### src/rtl/fixed_point_to_decimal.sv
// Sequential sign-magnitude fixed-point to BCD converter: double dabble for the
// integer part (one bit per cycle), repeated x10 for the fraction (one digit per cycle).
module fixed_point_to_decimal #(
   parameter int INT_WIDTH   = 15,
   parameter int FRAC_WIDTH  = 16,
   parameter int INT_DIGITS  = 5,
   parameter int FRAC_DIGITS = 4
) (
   input  logic                            clock,
   input  logic                            reset,
   input  logic [INT_WIDTH+FRAC_WIDTH:0]   fixed_point_value,
   input  logic                            in_valid,
   output logic                            in_ready,
   output logic                            out_valid,
   input  logic                            out_ready,
   output logic                            sign,
   output logic [4*INT_DIGITS-1:0]         int_bcd,
   output logic [4*FRAC_DIGITS-1:0]        frac_bcd
);

   localparam int W       = 1 + INT_WIDTH + FRAC_WIDTH;
   localparam int CNT_MAX = (INT_WIDTH > FRAC_DIGITS) ? INT_WIDTH : FRAC_DIGITS;
   localparam int CNT_W   = $clog2(CNT_MAX + 1);

   typedef enum logic [1:0] {S_IDLE, S_INT, S_FRAC, S_DONE} state_e;

   state_e                   state_q, state_d;
   logic                     sign_q, sign_d;
   logic [INT_WIDTH-1:0]     int_sr_q, int_sr_d;
   logic [FRAC_WIDTH-1:0]    frac_q, frac_d;
   logic [4*INT_DIGITS-1:0]  int_bcd_q, int_bcd_d;
   logic [4*FRAC_DIGITS-1:0] frac_bcd_q, frac_bcd_d;
   logic [CNT_W-1:0]         cnt_q, cnt_d;

   logic [4*INT_DIGITS-1:0]  bcd_adj;
   logic [FRAC_WIDTH+3:0]    frac_x10;

   // Add-3 correction so each nibble stays a valid BCD digit after the next shift.
   always_comb begin
      bcd_adj = int_bcd_q;
      for (int i = 0; i < INT_DIGITS; i++) begin
         if (int_bcd_q[4*i +: 4] >= 4'd5)
            bcd_adj[4*i +: 4] = int_bcd_q[4*i +: 4] + 4'd3;
      end
   end

   assign frac_x10 = ({4'b0, frac_q} << 3) + ({4'b0, frac_q} << 1);

   always_comb begin
      // NOTE: every variable gets its hold value first so no path can infer a latch.
      state_d    = state_q;
      sign_d     = sign_q;
      int_sr_d   = int_sr_q;
      frac_d     = frac_q;
      int_bcd_d  = int_bcd_q;
      frac_bcd_d = frac_bcd_q;
      cnt_d      = cnt_q;
      unique case (state_q)
         S_IDLE: begin
            if (in_valid) begin
               state_d    = S_INT;
               // Negative zero is reported as positive.
               sign_d     = fixed_point_value[W-1] & (|fixed_point_value[W-2:0]);
               int_sr_d   = fixed_point_value[W-2:FRAC_WIDTH];
               frac_d     = fixed_point_value[FRAC_WIDTH-1:0];
               int_bcd_d  = '0;
               frac_bcd_d = '0;
               cnt_d      = CNT_W'(INT_WIDTH);
            end
         end
         S_INT: begin
            {int_bcd_d, int_sr_d} = {bcd_adj, int_sr_q} << 1;
            cnt_d = cnt_q - CNT_W'(1);
            if (cnt_q == CNT_W'(1)) begin
               state_d = S_FRAC;
               cnt_d   = CNT_W'(FRAC_DIGITS);
            end
         end
         S_FRAC: begin
            frac_bcd_d = (frac_bcd_q << 4)
                       | (4*FRAC_DIGITS)'(frac_x10[FRAC_WIDTH+3:FRAC_WIDTH]);
            frac_d     = frac_x10[FRAC_WIDTH-1:0];
            cnt_d      = cnt_q - CNT_W'(1);
            if (cnt_q == CNT_W'(1))
               state_d = S_DONE;
         end
         S_DONE: begin
            if (out_ready)
               state_d = S_IDLE;
         end
         default: state_d = S_IDLE;
      endcase
   end

   // NOTE: sequential state uses non-blocking assignments so all registers update together.
   always_ff @(posedge clock or posedge reset) begin
      if (reset) begin
         state_q    <= S_IDLE;
         sign_q     <= 1'b0;
         int_sr_q   <= '0;
         frac_q     <= '0;
         int_bcd_q  <= '0;
         frac_bcd_q <= '0;
         cnt_q      <= '0;
      end else begin
         state_q    <= state_d;
         sign_q     <= sign_d;
         int_sr_q   <= int_sr_d;
         frac_q     <= frac_d;
         int_bcd_q  <= int_bcd_d;
         frac_bcd_q <= frac_bcd_d;
         cnt_q      <= cnt_d;
      end
   end

   assign in_ready  = (state_q == S_IDLE);
   assign out_valid = (state_q == S_DONE);
   assign sign      = sign_q;
   assign int_bcd   = int_bcd_q;
   assign frac_bcd  = frac_bcd_q;

endmodule

### config.mk
export PLATFORM = sky130hd
export DESIGN_NAME = fixed_point_to_decimal
export DESIGN_NICKNAME = d
export VERILOG_FILES = /design/src/rtl/fixed_point_to_decimal.sv
export SDC_FILE = /design/constraint.sdc
export NUM_CORES = 1
export LEC_CHECK = 0
export BUFFER_PORTS_ARGS = -buffer_cell sky130_fd_sc_hd__buf_2
export CAP_MARGIN = 20
export CORE_ASPECT_RATIO = 0.5
export CORE_UTILIZATION = 61
export DETAILED_ROUTE_END_ITERATION = 8
export PLACE_DENSITY = 0.94
export SLEW_MARGIN = 0
export SYNTH_ARGS = -nofsm -noshare
export SYNTH_HDL_FRONTEND = slang
export SYNTH_SLANG_ARGS = --single-unit
### constraint.sdc
create_clock -name clock -period 6.31 [get_ports clock]
set_input_delay 0.3155 -clock clock [delete_from_list [all_inputs] [get_ports clock]]
set_output_delay 0.3155 -clock clock [all_outputs]
set_load 0.01 [all_outputs]
==> results.ini <==
[finish]
multi_input_area_um2 = 2350
nets = 607
regArea_um2 = 1850
fill_cells = 468
drive_gt1_share_pct = 18.4
final_core_util_pct = 75.1
diodes = 0
area_delta_synth_final_pct = 17.0

[detailed_routing]
drtPass1Iterations = 5
via_per_inst = 6.08
routed_wl_um = 10800
routedWlPerCell_um = 16.9
via_count = 3864
drt-initial-drc-count = 359
drc = 0
ant_nets = 0

[clocking]
cts_max_path_buffers = 2
ctsResizeCount = 0
cts.clk_slew.worst_paths_ns = 0.06
cts-buffers-inserted = 9
clkLatencyLatePin_ns = 0.34
cts_root_buf = clkbuf_16
post_cts_buffers = 0
cts_tree = done
h-tree-depth = 3
cts_hold_buf = 0
cts.sinks = 74

[placed_design]
dpl_worst_slack_ns = 3.60
dp_hpwl_um = 7070
io_buffers = 74
gp_congestion = 0.937

[synthesis]
synth-main-ff-cell = dfrtp_1
yosysWarnings = 0
synth_area_um2 = 4370
synth_fp_nets = 540
synth_seq_cells = 74
syn_inst = 472
async_reset_ff_share_pct = 100
synthTopCellsByCount = dfrtp_1, o21ai_0, nand2_1
synth_top_area_share_pct = 42.4
ys_types = 46
syn_area_per_cell_um2 = 9.26
yosysSeqAreaShare_pct = 42.4
synth_top_cell_by_area = dfrtp_1
synth_edf_count = 0
netlist_top_cells_area = dfrtp_1, ha_1, o21ai_0
yosysMostFrequentCell = dfrtp_1

[critical_path]
critPathArrivalTime_ns = 3.04
crit_top_cell = o21ai_0
cp-start-kind = register
crit_fanout = 24
critPathTopFamily = simple AND/OR/NAND/NOR gates
critPathCaptureType = register
cpMaxStageDelayCell = ha_1
r2r_slack_ns = 3.52
cp.buffers_inverters = 1
worstPathRequired_ns = 6.55
max_stage_delay_ns = 0.93
critPathKind = register to register
path_cells = inv_1 -> ha_1 -> nand2_1 -> nor3_1 -> o21ai_0 -> o21ai_0

[die]
die_h_um = 61.8
placementRows = 21
fp.dieW_um = 122
start_util_pct = 64.2
core_area_um2 = 6810
io_pins = 75
die_area_um2 = 7530

[power_and_ir_drop]
switching_share_pct = 44.6
power_switching_mw = 1.22
power.share.clock_pct = 18.3
combPwrFrac_pct = 52.5
p_per_area_nw_per_um2 = 536
leakagePower_nw = 2.41
internal-power_mw = 1.52
irDropWorstVdd_uv = 261
seqPwrFrac_pct = 29.2

[sta]
finalCriticalPeriod_ns = 2.79
layout_setup_ws_ns = 3.52
tns_ns = 0
relSlewSlack_pct = 23.1
fin_worst_skew_ns = 0.00666
max_freq_mhz = 358
worstMarginPinSlew_ns = 1.15
slew_viol_final = 0
rsz0062_at_grt = false
finalHoldViolCount = 0
final.period_utilization_pct = 44.2
finalSetupViolCount = 0

[global_routing]
track_usage_pct = 29.3
overflow = 0
grt_pass1_vias = 3544
grt_max_degree = 75
grt_antenna_before_repair = 0
grt_pass1_wl_um = 16600

[hold_path]
hold_path_class = primary input to register

[status]
status = complete, no violations

[flow_run]
max-cap-violations = 0

## tightest hold or removal path: stages
cell      delay, ns
buf_2          0.10
nand2b_1       0.05
o21ai_0        0.06
## stage by stage
stage | std cells | total power, mW | hold WS [ns] | instance area [µm²]
CTS | 635 | 2.68 | 0.238 | 5080
detailed placement | 619 | 2.16 | 0.472 | 4800
global placement | 619 | 2.09 | 0.460 | 4800
finish | 636 | 2.74 | 0.239 | 5110
floorplan | 472 | 1.82 | 0.450 | 4370
global route | 636 | 2.93 | 0.260 | 5110
## state kept, by name, summed over array words and instances (netlist names)
signal and cells:
state_q 2, frac_q 16, frac_bcd 16, int_bcd 20, int_sr_q 15, sign 1, cnt_q 4
## worst paths after layout
check | to | start | cells after the start
setup / recovery | int_bcd[7] | state_q[1] | 6
hold reg to reg | int_sr_q[7] | int_sr_q[7] | 2
max in group asynchronous | int_sr_q[6] | reset | 3
hold / removal | frac_q[0] | fixed_point_value[0] | 3
min in group asynchronous | frac_bcd[11] | reset | 3
setup reg to reg | int_bcd[7] | state_q[1] | 6
## logic make-up (layout without fill, tap and decap cells)
logic type	Yosys count	count (layout)	synth area share [%]
AO/OA/AOI/OAI	141	141	19.6
XOR/XNOR	20	20	4.01
adder cells (fa/ha/maj)	32	32	9.34
buffers and inverters	46	118	4.18
flip-flops	74	74	42.4
multiplexers	25	25	5.78
AND/OR/NAND/NOR	134	134	14.7
## final cells by class
class	count	share of cell area, %
Timing Repair Buffer	77	8.08
Tap cell	92	2.25
Inverter	25	1.84
Clock inverter	6	1.13
Multi-Input combinational cell	352	46.0
Sequential cell	74	36.2
Clock buffer	10	4.48
## cell usage in the layout, fill, tap and decap left out, types with 3 or more instances in the layout
cell / instances
dfrtp_1: 74
buf_2: 74
o21ai_0: 65
nand2_1: 64
a21oi_1: 31
ha_1: 31
inv_1: 24
mux2i_1: 22
nor2_1: 14
a22o_1: 13
nor3_1: 11
xnor2_1: 11
xor2_1: 9
clkbuf_16: 9
nor3b_1: 8
nor4_1: 8
nand2b_1: 7
nor2b_1: 7
o21ai_1: 6
nand4_1: 6
o31ai_1: 4
clkinv_2: 4
and3_1: 3
a311oi_1: 3
## power groups by stage
stage	clock, mW	combinational [mW]	sequential (mW)
after floorplan	0	1.04	0.785
after global placement	0	1.30	0.788
after detailed placement	0	1.37	0.794
after CTS	0.502	1.39	0.795
after global routing	0.520	1.59	0.821
final	0.501	1.44	0.800
## per-layer routing
| layer | wire (µm) | GRT usage, % | up-vias |
|---|---|---|---|
| met2 | 5450 | 53.3 | 143 |
| met5 | 0 | 0 | - |
| met3 | 623 | 7.30 | 19 |
| li1 | - | - | 1818 |
| met4 | 170 | 11.6 | 0 |
| met1 | 4520 | 34.6 | 1884 |
Note: power is estimated with default switching activity, not from simulation.
